`src/rtl/dunit_loader.sv`:
```
// dunit_loader: UART-driven debug unit for the pipeline.
//   'L' (0x4C) loads instruction words into IMEM (MSB-first bytes,
//   terminated by 0xFFFFFFFF or a full IMEM). 'R' (0x52) runs until halt,
//   'S' (0x53) steps one cycle. Both end with a dump of the register file
//   over the transmitter.
// Optional feature: define DUNIT_MEM_DUMP_EN to append DMEM_DUMP_WORDS
// data-memory words to the dump.
// Handshakes: i_rx_valid is a one-cycle strobe qualifying i_rx_data and has
// no back-pressure; o_tx_start is a one-cycle strobe qualifying o_tx_data.
// Once started, a byte is owned by the transmitter until it returns a
// one-cycle i_tx_done. No new start is issued before that done.
module dunit_loader #(
  parameter int NB_REG          = 32,
  parameter int NB_ADDR         = 5,
  parameter int IMEM_DEPTH      = 256,
  parameter int DMEM_DUMP_WORDS = 16
) (
  input  logic              i_clk,
  input  logic              i_reset,
  input  logic [7:0]        i_rx_data,
  input  logic              i_rx_valid,
  output logic [7:0]        o_tx_data,
  output logic              o_tx_start,
  input  logic              i_tx_done,
  input  logic              i_halt,
  input  logic [NB_REG-1:0] i_dunit_reg,
  input  logic [NB_REG-1:0] i_dunit_mem_data,
  output logic              o_dunit_clk_en,
  output logic              o_dunit_reset_pc,
  output logic              o_dunit_w_mem,
  output logic [NB_REG-1:0] o_dunit_addr,
  output logic [NB_REG-1:0] o_dunit_data_if,
  output logic [2:0]        dbg_state
);

  localparam int NUM_REGS  = 1 << NB_ADDR;
`ifdef DUNIT_MEM_DUMP_EN
  localparam int NUM_ITEMS = NUM_REGS + DMEM_DUMP_WORDS;
`else
  localparam int NUM_ITEMS = NUM_REGS;
`endif
  localparam int IW = $clog2(NUM_ITEMS);
  localparam int WW = $clog2(IMEM_DEPTH + 1);

  typedef enum logic [2:0] {
    IDLE      = 3'd0,
    LOAD      = 3'd1,
    LOAD_WR   = 3'd2,
    RUN       = 3'd3,
    STEP      = 3'd4,
    DUMP_SEL  = 3'd5,
    DUMP_TX   = 3'd6,
    DUMP_WAIT = 3'd7
  } state_t;

  state_t            state;
  state_t            next_state;
  logic [WW-1:0]     word_idx;
  logic [1:0]        byte_cnt;
  logic [NB_REG-1:0] shreg;
  logic [NB_REG-1:0] tx_word;
  logic [1:0]        tx_cnt;
  logic [IW-1:0]     item;
  logic              sel_phase;
  logic              halt_pend;
  logic [NB_REG-1:0] sel_addr;
  logic [NB_REG-1:0] sel_data;

  // Dump source select: registers first, then (optionally) data memory.
`ifdef DUNIT_MEM_DUMP_EN
  logic          in_mem;
  logic [IW-1:0] mem_idx;
  assign in_mem   = ({1'b0, item} >= (IW+1)'(NUM_REGS));
  assign mem_idx  = item - IW'(NUM_REGS);
  assign sel_addr = in_mem ? NB_REG'({mem_idx, 2'b00}) : NB_REG'(item);
  assign sel_data = in_mem ? i_dunit_mem_data : i_dunit_reg;
`else
  logic unused_mem_data;
  assign unused_mem_data = ^i_dunit_mem_data;
  assign sel_addr = NB_REG'(item);
  assign sel_data = i_dunit_reg;
`endif

  assign o_tx_data = tx_word[NB_REG-1 -: 8];
  assign dbg_state = state;

  // State register.
  always_ff @(posedge i_clk) begin
    if (i_reset) state <= IDLE;
    else         state <= next_state;
  end

  // Next-state and output decode.
  always_comb begin
    next_state       = state;
    o_tx_start       = 1'b0;
    o_dunit_clk_en   = 1'b0;
    o_dunit_reset_pc = 1'b0;
    o_dunit_w_mem    = 1'b0;
    o_dunit_addr     = '0;
    o_dunit_data_if  = '0;
    case (state)
      IDLE: begin
        if (i_rx_valid) begin
          case (i_rx_data)
            8'h4C:   next_state = LOAD;
            8'h52:   next_state = RUN;
            8'h53:   next_state = STEP;
            default: next_state = IDLE;
          endcase
        end
      end
      LOAD: begin
        o_dunit_reset_pc = 1'b1;
        if (i_rx_valid && byte_cnt == 2'd3) next_state = LOAD_WR;
      end
      LOAD_WR: begin
        o_dunit_reset_pc = 1'b1;
        o_dunit_w_mem    = 1'b1;
        o_dunit_addr     = NB_REG'({word_idx, 2'b00});
        o_dunit_data_if  = shreg;
        // Terminator word is written before leaving; a full IMEM stops the load.
        if (shreg == '1 || word_idx == WW'(IMEM_DEPTH - 1)) next_state = IDLE;
        else                                                next_state = LOAD;
      end
      RUN: begin
        o_dunit_clk_en = 1'b1;
        if (i_halt || halt_pend) next_state = DUMP_SEL;
      end
      STEP: begin
        o_dunit_clk_en = 1'b1;
        next_state     = DUMP_SEL;
      end
      DUMP_SEL: begin
        // Address held for two cycles: issue, then capture the 1-cycle-late data.
        o_dunit_addr = sel_addr;
        if (sel_phase) next_state = DUMP_TX;
      end
      DUMP_TX: begin
        o_tx_start = 1'b1;
        next_state = DUMP_WAIT;
      end
      DUMP_WAIT: begin
        if (i_tx_done) begin
          if (tx_cnt != 2'd3)                next_state = DUMP_TX;
          else if (item == IW'(NUM_ITEMS-1)) next_state = IDLE;
          else                               next_state = DUMP_SEL;
        end
      end
      default: next_state = IDLE;
    endcase
  end

  // Datapath: load assembly, write index, dump word and byte sequencing.
  always_ff @(posedge i_clk) begin
    if (i_reset) begin
      word_idx  <= '0;
      byte_cnt  <= '0;
      shreg     <= '0;
      tx_word   <= '0;
      tx_cnt    <= '0;
      item      <= '0;
      sel_phase <= 1'b0;
      halt_pend <= 1'b0;
    end else begin
      case (state)
        IDLE: begin
          item      <= '0;
          sel_phase <= 1'b0;
          tx_cnt    <= '0;
          if (i_rx_valid && i_rx_data == 8'h4C) begin
            word_idx <= '0;
            byte_cnt <= '0;
            shreg    <= '0;
          end
          // A halt arriving together with the run command is remembered.
          if (i_rx_valid && i_rx_data == 8'h52) halt_pend <= i_halt;
        end
        LOAD: begin
          if (i_rx_valid) begin
            shreg    <= {shreg[NB_REG-9:0], i_rx_data};
            byte_cnt <= byte_cnt + 2'd1;
          end
        end
        LOAD_WR: word_idx <= word_idx + 1'b1;
        RUN:     halt_pend <= 1'b0;
        DUMP_SEL: begin
          sel_phase <= ~sel_phase;
          if (sel_phase) begin
            tx_word <= sel_data;
            tx_cnt  <= '0;
          end
        end
        DUMP_WAIT: begin
          if (i_tx_done) begin
            tx_word <= tx_word << 8;
            tx_cnt  <= tx_cnt + 2'd1;
            if (tx_cnt == 2'd3) item <= item + 1'b1;
          end
        end
        default: ;
      endcase
    end
  end

endmodule

```
`config.mk`:
```
export PLATFORM = sky130hd
export DESIGN_NAME = dunit_loader
export DESIGN_NICKNAME = d
export VERILOG_FILES = /design/src/rtl/dunit_loader.sv
export SDC_FILE = /design/constraint.sdc
export NUM_CORES = 1
export LEC_CHECK = 0
export BUFFER_PORTS_ARGS = -buffer_cell sky130_fd_sc_hd__clkbuf_2
export CAP_MARGIN = 40
export CORE_ASPECT_RATIO = 0.5
export CORE_MARGIN = 2
export CORE_UTILIZATION = 54
export DETAILED_ROUTE_END_ITERATION = 7
export PLACE_DENSITY = 0.92
export SLEW_MARGIN = 20
export SYNTH_ARGS = -nofsm -noshare
export SYNTH_HDL_FRONTEND = slang
export SYNTH_SLANG_ARGS = --single-unit
export TNS_END_PERCENT = 20
```
`constraint.sdc`:
```
create_clock -name i_clk -period 3.45 [get_ports i_clk]
set_input_delay 0.69 -clock i_clk [delete_from_list [all_inputs] [get_ports i_clk]]
set_output_delay 0.69 -clock i_clk [all_outputs]
set_load 0.01 [all_outputs]
```
# Yosys cells after proc, flatten, opt, wreduce, memory -nomap -nowiden
# Cells that the tools add are included.
classes:
  addsub: 4
  n_eq_ne: 25
  muxes: 36
  bitwise: 1
  reduce_logical: 22
op_table:
  columns: ["operator", "count"]
  rows:
  - ["2-to-1 mux 32 bit", 5]
  - ["case mux 32 bit (2 select lines)", 2]
  - ["equality test 32 bit (second input constant)", 1]
  - ["equality test 8 x 7 -> 1 bit (second input constant)", 3]
  - ["case mux 3 bit (8 select lines)", 1]
  - ["case mux 11 bit (2 select lines)", 1]
  - ["2-to-1 mux 3 bit", 7]
  - ["!= test 2 bit (second input constant)", 10]
  - ["case mux 9 bit (2 select lines)", 1]
  - ["equality test 3 bit (second input constant)", 4]
  - ["AND reduction 3 bit", 4]
  - ["nonzero test 2 bit", 6]
  - ["2-to-1 mux 5 bit", 2]
  - ["case mux 5 bit (2 select lines)", 1]
  - ["adder 9 x 1 -> 9 bit (second input constant)", 1]
  - ["equality test 9 x 8 -> 1 bit (second input constant)", 1]
  - ["2-to-1 mux 9 bit", 1]
  - ["case mux 3 bit (3 select lines)", 1]
  - ["2-to-1 mux 2 bit", 4]
  - ["equality test 3 x 2 -> 1 bit (second input constant)", 2]
  - ["2-to-1 mux 1 bit", 6]
  - ["case mux 2 bit (3 select lines)", 1]
  - ["adder 5 x 1 -> 5 bit (second input constant)", 1]
  - ["equality test 5 bit (second input constant)", 1]
  - ["other kinds (13)", 21]
word_totals:
  ff_bits: 87
  elab_cells: 97

# Depth between registers and ports, before layout
# Gate-level depths: netlist of the first run.
depth:
  word_depth: 5
  depth_mapped: 8
  depth_no_buf: 8

# Least setup slack after synthesis of the first run
# No wires, ideal clock.
synth_path:
  kind: "flip-flop to output port"
  start: "register state[1] (netlist: dbg_state[1])"
  end: "output port o_dunit_data_if[21]"
  t_arrival_ns: 1.528
  t_required_ns: 2.760
  slack_ns: 1.232
  stages_incl_launch_ff: 7
  path_cell_list: "dfxtp_1 buf_2 nand3_1 inv_1 buf_2 clkbuf_1 and2_1"
synth_via:
  elab_chain_cells: 2
synth_lines:
  columns: ["item", "line_no", "text"]
  rows:
  - ["start: declaration", "56", "state_t state;"]
  - ["start signal: assignment", "90", "else state <= next_state;"]
  - ["equality test 3 x 2 -> 1 bit", "102", "case (state)"]
  - ["2-to-1 mux 32 bit", "102", null]
  - ["end: declaration", "32", "output logic [NB_REG-1:0] o_dunit_data_if,"]
# No other way between the ends.

# Worst setup path after layout of the first run
layout_path:
  start: "register state[2] (netlist: dbg_state[2])"
  end: "output port o_dunit_addr[3]"
layout_via:
  elab_chain_cells: 2
layout_lines:
  columns: ["item", "line_no", "text"]
  rows:
  - ["equality test 3 bit or equality test 3 x 2 -> 1 bit (tied branches)", "102", null]
  - ["case mux 11 bit (2 select lines) (*)", "102", null]
  - ["end: declaration", "31", "output logic [NB_REG-1:0] o_dunit_addr,"]
# Every way passes the cells marked *; elsewhere a longest branch is shown, timed or not.

==> results of run 1 <==
-- routing by layer --
metal | vias up | global-route usage, % | wire (um)
met5 | - | 0 | 0
met4 | 0 | 6.91 | 118
met3 | 13 | 6.51 | 704
met2 | 138 | 40.7 | 5130
met1 | 1924 | 28.3 | 4480
li1 | 2062 | - | -
-- worst paths after layout --
| check | depth (start not counted) | end | slack (ns) |
|---|---|---|---|
| setup / recovery | 7 | o_dunit_addr[3] | 0.58 |
| hold / removal | 2 | shreg[27]$_SDFFE_PP0P_ | 0.46 |
| setup reg to reg | 6 | tx_word[11]$_SDFFE_PP0P_ | 0.91 |
| hold reg to reg | 2 | shreg[27]$_SDFFE_PP0P_ | 0.46 |
-- through the flow --
| step | util, % | cells | area [um2] |
|---|---|---|---|
| 2_1_floorplan | - | 583 | 4600 |
| 3_3_place_gp | 60.8 | 736 | 4900 |
| 3_5_place_dp | 60.8 | 736 | 4900 |
| 4_1_cts | 64.6 | 752 | 5200 |
| 5_1_grt | 64.6 | 752 | 5200 |
| 6_report | 64.6 | 752 | 5200 |
-- layout by cell type, fill, tap and decap left out, types with 2 or more instances in the layout --
| cell | Yosys | final |
|---|---|---|
| o21ai_0 | 9 | 9 |
| conb_1 | 1 | 21 |
| nor2b_1 | 2 | 2 |
| and2_1 | 41 | 41 |
| mux2i_1 | 2 | 2 |
| a31oi_1 | 3 | 3 |
| nor2_1 | 50 | 50 |
| a311oi_1 | 5 | 5 |
| a21oi_1 | 57 | 57 |
| clkbuf_16 | 0 | 9 |
| a22o_1 | 3 | 3 |
| clkbuf_8 | 0 | 2 |
| nand3_1 | 45 | 45 |
| xnor2_1 | 2 | 2 |
| xor2_1 | 2 | 2 |
| dfxtp_1 | 87 | 87 |
| buf_4 | 30 | 9 |
| clkbuf_2 | 0 | 101 |
| a311oi_2 | 20 | 20 |
| nor3_1 | 10 | 9 |
| clkinv_2 | 0 | 2 |
| a21o_1 | 5 | 4 |
| nor4bb_1 | 2 | 2 |
| a22oi_1 | 9 | 9 |
| inv_1 | 4 | 4 |
| and3_1 | 7 | 7 |
| nand2_1 | 92 | 92 |
| ha_1 | 6 | 6 |
| nor4_1 | 3 | 3 |
| nor3_2 | 1 | 2 |
| nand4_1 | 10 | 10 |
-- area by class of cell --
class                      count  area (um2)
multi-input combinational    420        2400
inverter                       5        18.8
sequential                    87        1740
tap                          112         140
fill                         687        2850
timing repair buffer         112         598
clock buffer                  11         253
clock inverter                 5        56.3
-- state kept, by name (all words and copies together), names as in the netlist --
| name | flops |
|---|---|
| tx_word | 32 |
| tx_cnt | 2 |
| sel_phase | 1 |
| word_idx | 9 |
| byte_cnt | 2 |
| shreg | 32 |
| dbg_state | 3 |
| item | 5 |
| halt_pend | 1 |
-- worst max-delay path, stage by stage, from the launching register on --
cell and delay, ns:
dfxtp_1 0.69, inv_1 0.21, nand3_1 0.11, buf_4 0.20, inv_1 0.07, buf_4 0.18, a22o_1 0.24, clkbuf_2 0.12
-- cell families after synthesis --
| group | count (synthesis) |
|---|---|
| compound gates | 118 |
| xor+xnor | 4 |
| fa+ha+maj | 6 |
| buf+inv | 76 |
| flops | 87 |
| mux | 3 |
| other cells | 1 |
| simple gates | 268 |
-- power by group --
part           leakage, nW  internal [mW]  total [mW]  switching (mW)
combinational         1.26         0.0391       0.118          0.0790
clock                0.152          0.599       0.988           0.389
sequential           0.700           1.01        1.01         0.00591
total                 2.11           1.64        2.12           0.474
==> qor.csv, run 1 <==
stage,metric,value,unit
synth,synth_edf_count,0,
sta,tightest_slew,0.809,ns
worst_setup_path,start_kind,register,
clocking,clk_latency,0.34,ns
min_path,hp-class,register to register,
synth,ys_top_cells_by_area,"dfxtp_1 (39%), nand2_1 (7.6%), a311oi_2 (6.6%)",
flow_run,max-cap-violations,0,
grt,grt_pass1_vias,3510,
worst_setup_path,crit_required,2.76,ns
synth,yosys.area.top_type,dfxtp_1,
layout,nets,718,
synth,synth-seq-cells,87,
grt,antenna_found_initial,0,
sta,fin_skew,0.00380,ns
synth,synthesis.area,4520,um2
placed_design,dp_slack,0.934,ns
clocking,post_cts_buffers,0,
die,std_cell_rows,23,
pwr,worst_ir_drop_vdd,0.254,mV
sta,timing.final.ws_setup,0.578,ns
sta,period_needed,2.87,ns
die,dieHeight,68.7,um
worst_setup_path,critPathKind,register to output pin,
synth,synth_cell_types,45,
synth,synthSimpleGateAreaFrac,28.3,%
min_path,worstHoldStart,shreg[27]$_SDFFE_PP0P_,
worst_setup_path,arrival,2.18,ns
synth,synthAdderAreaFrac,1.66,%
synth,ys_seq_area_share,38.5,%
pwr,leakagePower,2.11,nW
synth,ys_async_sr_fraction,0,%
synth,ys.flop_type,dfxtp_1,
pwr,power.density,407,nW/um2
worst_setup_path,end_kind,output pin,
detailed_routing,firstDrtPassIters,4,
synth,yosys.cell_count.top_type,nand2_1,
sta,slew_headroom,46.1,%
clocking,numCtsBuffers,9,
worst_setup_path,crit_path_start,dbg_state[2]$_SDFFE_PP0P_,
detailed_routing,detail_route.wirelength,10400,um
sta,setup_violations,0,
synth,syn_avg_cell_area,8.03,um2
sta,slew_violations,0,
synth,synth_warnings,0,
detailed_routing,route.detailed.drc,0,
layout,antenna_cells,0,
clocking,cts_root_buffer,clkbuf_16,
detailed_routing,wl_per_cell,13.9,um
synth,synth_top_area_share,38.5,%
clocking,cts_tree,done,
clocking,h-tree-depth,3,
clocking,postCtsHoldBufs,0,
placed_design,dp_hpwl,6960,um
die,die_w,133,um
sta,hold_viol,0,
synth,synth_mux_area_share,0.692,%
synth,ys_top_cells_by_count,"nand2_1 (92), dfxtp_1 (87), a21oi_1 (57), nor2_1 (50), nand3_1 (45)",
pwr,finalPower,2.12,mW
clocking,cts_resized,0,
outcome,status,"finished, final reports clean",
sta,fin_setup_tns,0,ns
grt,grt_max_degree,56,
placed_design,place_congestion,0.827,
clocking,clockBufferDepth,2,
layout,drive_gt1_share,24.7,%
layout,area_growth,15.1,%
detailed_routing,num_vias,4137,
sta,fmax,0.348,GHz
sta,rsz0062_at_grt,no,
clocking,cts.sinks,87,
detailed_routing,vias_per_cell,5.50,
die,coreArea,8060,um2
detailed_routing,ant_nets,0,
die,start_util,56.1,%
synth,synthXorXnorAreaFrac,0.775,%
synth,synth_top_family_by_area,simple AND/OR/NAND/NOR gates,
grt,grt_pass1_wl,16800,um
detailed_routing,drtIter0Drc,282,
die,io_pins,156,
worst_setup_path,path_max_fanout,18,
die,dieArea,9160,um2
placed_design,portBuffers,102,
synth,synthCells,563,
grt,grt.total_usage,23.1,%
sta,timing.hold.ws,0.465,ns
clocking,cts.clk_slew.worst_paths,0.06,ns
sta,fin_crit_sh,83.3,%
synth,synth_compound_area_share,19.7,%
grt,grt.overflow.total,0,
worst_setup_path,regToRegStartpoint,dbg_state[0]$_SDFFE_PP0P_,
No activity file was read; power rests on OpenSTA's default activity.
==> run 2, diff against run 1 <==
--- a/config.mk
+++ b/config.mk
@@ -5,13 +5,14 @@
 export SDC_FILE = /design/constraint.sdc
 export NUM_CORES = 1
 export LEC_CHECK = 0
+export ABC_AREA = 1
 export BUFFER_PORTS_ARGS = -buffer_cell sky130_fd_sc_hd__clkbuf_2
 export CAP_MARGIN = 40
 export CORE_ASPECT_RATIO = 0.5
 export CORE_MARGIN = 2
-export CORE_UTILIZATION = 54
+export CORE_UTILIZATION = 51
 export DETAILED_ROUTE_END_ITERATION = 7
-export PLACE_DENSITY = 0.92
+export PLACE_DENSITY = 0.88
 export SLEW_MARGIN = 20
 export SYNTH_ARGS = -nofsm -noshare
 export SYNTH_HDL_FRONTEND = slang
==> constraint.sdc (replaced) <==
create_clock -name i_clk -period 2.7 [get_ports i_clk]
set_input_delay 0.54 -clock i_clk [delete_from_list [all_inputs] [get_ports i_clk]]
set_output_delay 0.54 -clock i_clk [all_outputs]
set_load 0.01 [all_outputs]
==> run 2 against run 1 <==
Clock power rose by 27%. Sequential cell count did not move. Sequential share of layout area fell by 1.1 points. Via count rose by 9.6%. Non-clock buffer count fell by 1. First-iteration DRC count rose by 18%. Final cell count rose by 22%. Hold slack got worse by 0.031 ns. Total power rose by 88%. Clock-buffer cell count rose by 1. Area after synthesis rose by 3.8%. Clock skew rose by 0.0019 ns.
==> qor.csv, run 2 <==
stage,metric,value,unit,change
die,io_pins,156,,unchanged
placed_design,dp_hpwl,7430,um,+6.7%
flow_run,max-cap-violations,0,,unchanged
sta,rsz0062_at_grt,no,,
clocking,cts_tree,done,,
layout,antenna_cells,0,,unchanged
worst_setup_path,crit_required,2.16,ns,-0.60 ns
worst_setup_path,arrival,1.89,ns,-0.29 ns
clocking,h-tree-depth,3,,unchanged
synth,synth-seq-cells,87,,unchanged
clocking,post_cts_buffers,0,,unchanged
detailed_routing,firstDrtPassIters,5,,+1
grt,grt_pass1_vias,4051,,+15%
clocking,clk_latency,0.34,ns,about the same
worst_setup_path,r2r_slack,0.72,ns,-0.19 ns
synth,synthCells,719,,+28%
sta,timing.final.ws_setup,0.266,ns,-0.312 ns
synth,synthesis.area,4690,um2,+3.8%
sta,fmax,0.411,GHz,
synth,synth_cell_types,36,,-20%
placed_design,place_area,5070,um2,+3.7%
sta,hold_viol,0,,unchanged
grt,grt_pass1_wl,17900,um,+6.5%
worst_setup_path,crit_path_start,dbg_state[2]$_SDFFE_PP0P_,,
sta,fin_skew,0.00574,ns,+0.00194 ns
layout,top_regs,"shreg (32), tx_word (32), word_idx (9)",,
die,dieHeight,71.8,um,+4.6%
layout,final_cell_mix,"nand2_1 (190), nor2_1 (123), clkbuf_2 (102)",,
clocking,cts.clk_slew.worst_paths,0.06,ns,about the same
clocking,cts_resized,0,,unchanged
sta,fin_crit_sh,90.2,%,
grt,grt_max_degree,53,,-5.4%
layout,fin_util,60.9,%,-3.7 points
detailed_routing,wl_per_cell,11.8,um,-15%
layout,layout_commonest_cell,nand2_1,,
layout,fin_area,5370,um2,+3.2%
worst_setup_path,end_kind,output pin,,
worst_setup_path,critPathKind,register to output pin,,
pwr,leakagePower,2.29,nW,+8.5%
synth,ys_seq_area_share,37.1,%,-1.4 points
sta,slew_violations,0,,unchanged
synth,synth_top_area_share,37.1,%,-1.4 points
clocking,clockBufferDepth,2,,unchanged
synth,synth_warnings,0,,unchanged
outcome,status,"finished, final reports clean",,
placed_design,dp_slack,0.613,ns,-0.321 ns
clocking,postCtsHoldBufs,0,,unchanged
synth,ys_top_cells_by_area,"dfxtp_1 (37%), nand2_1 (15%), nor2_1 (9.8%)",,
sta,setup_violations,0,,unchanged
detailed_routing,vias_per_cell,4.93,,-10%
placed_design,portBuffers,102,,unchanged
sta,fin_setup_tns,0,ns,unchanged
clocking,cts_root_buffer,clkbuf_16,,
synth,ys_top_cells_by_count,"nand2_1 (190), nor2_1 (123), dfxtp_1 (87), inv_1 (65), a21oi_1 (62)",,
worst_setup_path,slowest_delay,0.59,ns,-0.10 ns
worst_setup_path,slowest_stage,dfxtp_1,,
grt,grt.total_usage,21.8,%,-1.3 points
worst_setup_path,cp_cell_sequence,nor3_4 > inv_2 > o21ai_0 > clkbuf_2,,
die,die_w,140,um,+4.7%
sta,tightest_slew,0.732,ns,-0.0767 ns
min_path,worstHoldStart,i_dunit_reg[6],,
detailed_routing,route.detailed.drc,0,,unchanged
sta,period_needed,2.43,ns,
worst_setup_path,path_max_fanout,43,,+25
placed_design,place_congestion,0.851,,+2.9%
synth,yosys.area.top_type,dfxtp_1,,
pwr,power.density,740,nW/um2,+82%
synth,ys_async_sr_fraction,0,%,unchanged
layout,drive_gt1_share,18.5,%,-6.2 points
detailed_routing,drtIter0Drc,334,,+18%
worst_setup_path,regToRegStartpoint,word_idx[1]$_SDFFE_PP0P_,,
grt,grt.overflow.total,0,,unchanged
detailed_routing,detail_route.wirelength,10900,um,+4.2%
synth,ys.flop_type,dfxtp_1,,
synth,synth_edf_count,0,,unchanged
pwr,worst_ir_drop_vdd,0.392,mV,+54%
sta,slew_headroom,51.1,%,+5.1 points
worst_setup_path,start_kind,register,,
die,dieArea,10000,um2,+9.5%
detailed_routing,num_vias,4533,,+9.6%
min_path,hp-class,input port to register,,
clocking,cts.sinks,87,,unchanged
synth,syn_avg_cell_area,6.53,um2,-19%
layout,nets,881,,+23%
detailed_routing,ant_nets,0,,unchanged
die,std_cell_rows,24,,+4.3%
die,start_util,53.1,%,-3.0 points
layout,area_growth,14.5,%,
grt,antenna_found_initial,0,,unchanged
die,coreArea,8830,um2,+9.6%
clocking,numCtsBuffers,9,,unchanged
synth,yosys.cell_count.top_type,nand2_1,,
run 2: cell families (layout without fill, tap and decap cells):
| logic type | count (synthesis) | after routing | synth area share (%) |
|---|---|---|---|
| AO/OA/AOI/OAI | 110 | 110 | 12.4 |
| other | 1 | 21 | 0.0799 |
| adder cells (fa/ha/maj) | 6 | 6 | 1.60 |
| buffers and inverters | 137 | 200 | 14.9 |
| flip-flops | 87 | 87 | 37.1 |
| AND/OR/NAND/NOR | 378 | 378 | 33.8 |
run 2: final cells by class:
type / instances / area, um2
Fill cell: 847 / 3450
Sequential cell: 87 / 1740
Tap cell: 117 / 146
Timing Repair Buffer: 111 / 578
Clock inverter: 3 / 42.5
Multi-Input combinational cell: 515 / 2320
Clock buffer: 12 / 256
Inverter: 74 / 284
run 2: path summary, 6_finish.rpt:
kind / endpoint / cells after the start
worst min register to register: tx_word[23]$_SDFFE_PP0P_ / 2
worst min-delay path: tx_word[6]$_SDFFE_PP0P_ / 3
worst max-delay path: o_dunit_addr[4] / 4
worst max register to register: word_idx[8]$_SDFFE_PP0P_ / 8
run 2: routing by layer:
layer / vias up / global-route usage, % / routed length, um
met5: - / 0 / 0
li1: 2353 / - / -
met1: 2030 / 26.4 / 4890
met3: 17 / 5.82 / 674
met4: 0 / 8.33 / 200
met2: 133 / 37.7 / 5110
run 2: through the flow:
| step | instances | hold slack, ns | total power [mW] |
|---|---|---|---|
| floorplan | 739 | 0.425 | 2.52 |
| CTS | 919 | 0.426 | 4.00 |
| global route | 919 | 0.429 | 4.21 |
| detailed placement | 904 | 0.446 | 2.74 |
| global placement | 904 | 0.435 | 2.71 |
| finish | 919 | 0.433 | 3.98 |
run 2: where the power goes:
part           internal, mW  total (mW)  leakage (nW)  switching [mW]
registers              1.37        1.46         0.702          0.0901
clock network         0.761        1.25         0.145           0.492
logic                 0.364        1.27          1.44           0.901
run 2: worst max-delay path: cells and delay by family, from the launching register on:
family	cells	cell delay (ns)
DFF	1	0.59
buffers and inverters	2	0.68
and+or+nand+nor	1	0.09
AOI/OAI and AO/OA	1	0.18
==> run 3, diff against run 2 <==
--- a/config.mk
+++ b/config.mk
@@ -6,7 +6,7 @@
 export NUM_CORES = 1
 export LEC_CHECK = 0
 export ABC_AREA = 1
-export BUFFER_PORTS_ARGS = -buffer_cell sky130_fd_sc_hd__clkbuf_2
+export BUFFER_PORTS_ARGS = -buffer_cell sky130_fd_sc_hd__buf_2
 export CAP_MARGIN = 40
 export CORE_ASPECT_RATIO = 0.5
 export CORE_MARGIN = 2
==> run 3 against run 2 <==
Maximum frequency decreased by 0.63%. Non-clock buffer count unchanged. Sequential power about the same. Via count increased by 0.22%. Setup slack got worse by 0.015 ns. Register-to-register slack improved by 0.02 ns. Clock skew increased by 0.0022 ns.
==> qor.csv, run 3 (synthesized netlist as in run 2, its figures left out) <==
stage,metric,value,unit,change
grt,grt_max_degree,53,,unchanged
placed_design,dp_hpwl,7480,um,+0.61%
worst_setup_path,critPathKind,register to output pin,,
die,dieHeight,71.8,um,unchanged
die,start_util,53.1,%,unchanged
clocking,cts.clk_slew.worst_paths,0.06,ns,about the same
die,std_cell_rows,24,,unchanged
worst_setup_path,r2r_slack,0.74,ns,+0.02 ns
sta,slew_headroom,47.2,%,-3.9 points
detailed_routing,wl_per_cell,11.8,um,+0.13%
worst_setup_path,slowest_delay,0.59,ns,about the same
detailed_routing,drtIter0Drc,222,,-34%
die,die_w,140,um,unchanged
worst_setup_path,critPathTopFamily,buffers and inverters,,
clocking,h-tree-depth,3,,unchanged
grt,grt.total_usage,21.1,%,-0.65 points
sta,slew_violations,0,,unchanged
grt,antenna_found_initial,0,,unchanged
detailed_routing,num_vias,4543,,+0.22%
sta,fin_setup_tns,0,ns,unchanged
flow_run,max-cap-violations,0,,unchanged
sta,fmax,0.408,GHz,-0.63%
worst_setup_path,cp_cell_sequence,nor3_4 > inv_2 > o22ai_1 > buf_2,,
layout,nets,881,,unchanged
clocking,cts.sinks,87,,unchanged
placed_design,dp_slack,0.614,ns,+0.00109 ns
outcome,status,"finished, final reports clean",,
layout,fillers,845,,-0.24%
placed_design,place_congestion,0.845,,-0.67%
worst_setup_path,end_kind,output pin,,
sta,hold_viol,0,,unchanged
clocking,post_cts_buffers,0,,unchanged
layout,seqCellArea,1740,um2,unchanged
layout,top_regs,"shreg (32), tx_word (32), word_idx (9)",,
worst_setup_path,arrival,1.91,ns,+0.02 ns
grt,grt_pass1_vias,4053,,+0.049%
layout,drive_gt1_share,18.6,%,+0.12 points
pwr,worst_ir_drop_vdd,0.400,mV,+2.1%
detailed_routing,detail_route.wirelength,10900,um,+0.13%
detailed_routing,vias_per_cell,4.94,,+0.22%
layout,layout_commonest_cell,nand2_1,,
pwr,leakagePower,2.32,nW,+1.4%
clocking,postCtsHoldBufs,0,,unchanged
pwr,finalPower,3.88,mW,-2.5%
placed_design,portBuffers,102,,unchanged
die,io_pins,156,,unchanged
clocking,cts_root_buffer,clkbuf_16,,
layout,final_cell_mix,"nand2_1 (190), nor2_1 (123), buf_2 (102)",,
detailed_routing,firstDrtPassIters,4,,-1
layout,antenna_cells,0,,unchanged
sta,fin_crit_sh,90.7,%,+0.57 points
grt,grt_pass1_wl,17500,um,-2.2%
sta,fin_skew,0.00790,ns,+0.00216 ns
worst_setup_path,start_kind,register,,
layout,fin_util,60.6,%,-0.28 points
clocking,cts_resized,0,,unchanged
layout,multi_input_area,2320,um2,unchanged
pwr,power.density,725,nW/um2,-2.0%
clocking,cts_tree,done,,
worst_setup_path,path_max_fanout,43,,unchanged
sta,period_needed,2.45,ns,+0.0155 ns
clocking,numCtsBuffers,9,,unchanged
clocking,clk_latency,0.33,ns,about the same
layout,area_growth,14.0,%,
sta,tightest_slew,0.791,ns,+0.0585 ns
detailed_routing,ant_nets,0,,unchanged
sta,rsz0062_at_grt,no,,
clocking,clockBufferDepth,2,,unchanged
die,coreArea,8830,um2,unchanged
sta,timing.final.ws_setup,0.250,ns,-0.0155 ns
sta,setup_violations,0,,unchanged
grt,grt.overflow.total,0,,unchanged
layout,final_cells,919,,unchanged
min_path,hp-class,register to register,,
worst_setup_path,slowest_stage,dfxtp_1,,
placed_design,dp.cells,904,,unchanged
die,dieArea,10000,um2,unchanged
detailed_routing,route.detailed.drc,0,,unchanged
worst_setup_path,crit_required,2.16,ns,about the same
worst_setup_path,crit_buf_inv,2,,unchanged
==> run 3: worst paths after layout <==
kind,from,end,cells after the start
worst max register to register,word_idx[0]$_SDFFE_PP0P_,word_idx[8]$_SDFFE_PP0P_,8
worst min register to register,tx_word[23]$_SDFFE_PP0P_,tx_word[23]$_SDFFE_PP0P_,2
worst max-delay path,dbg_state[2]$_SDFFE_PP0P_,o_dunit_addr[2],4
worst min-delay path,tx_word[23]$_SDFFE_PP0P_,tx_word[23]$_SDFFE_PP0P_,2
==> run 3: per-stage QoR <==
step,area (um2),hold WS (ns)
CTS,5350,0.452
global placement,5070,0.435
global route,5350,0.461
floorplan,4770,0.425
detailed placement,5070,0.448
finish,5350,0.455
==> run 3: tightest hold or removal path: stages, from the launching register on <==
cell	delay [ns]
dfxtp_1	0.30
inv_1	0.06
a21oi_1	0.05
==> run 3: routing by layer <==
layer | track usage, % | vias up | wire (um)
li1 | - | 2353 | -
met1 | 24.2 | 2055 | 4860
met2 | 38.8 | 124 | 5250
met3 | 5.61 | 11 | 635
met4 | 7.22 | 0 | 142
met5 | 0 | - | 0
==> run 3: area by class of cell <==
type / count / share of cell area, %
Multi-Input combinational cell: 515 / 43.5
Sequential cell: 87 / 32.6
Timing Repair Buffer: 111 / 10.8
Inverter: 74 / 5.31
Clock buffer: 10 / 4.47
Tap cell: 117 / 2.74
Clock inverter: 5 / 0.655
==> run 3: where the power goes <==
group | total, mW | internal [mW] | switching (mW)
Sequential | 1.46 | 1.37 | 0.0936
Combinational | 1.27 | 0.366 | 0.903
Clock | 1.15 | 0.643 | 0.504
Total | 3.88 | 2.38 | 1.50
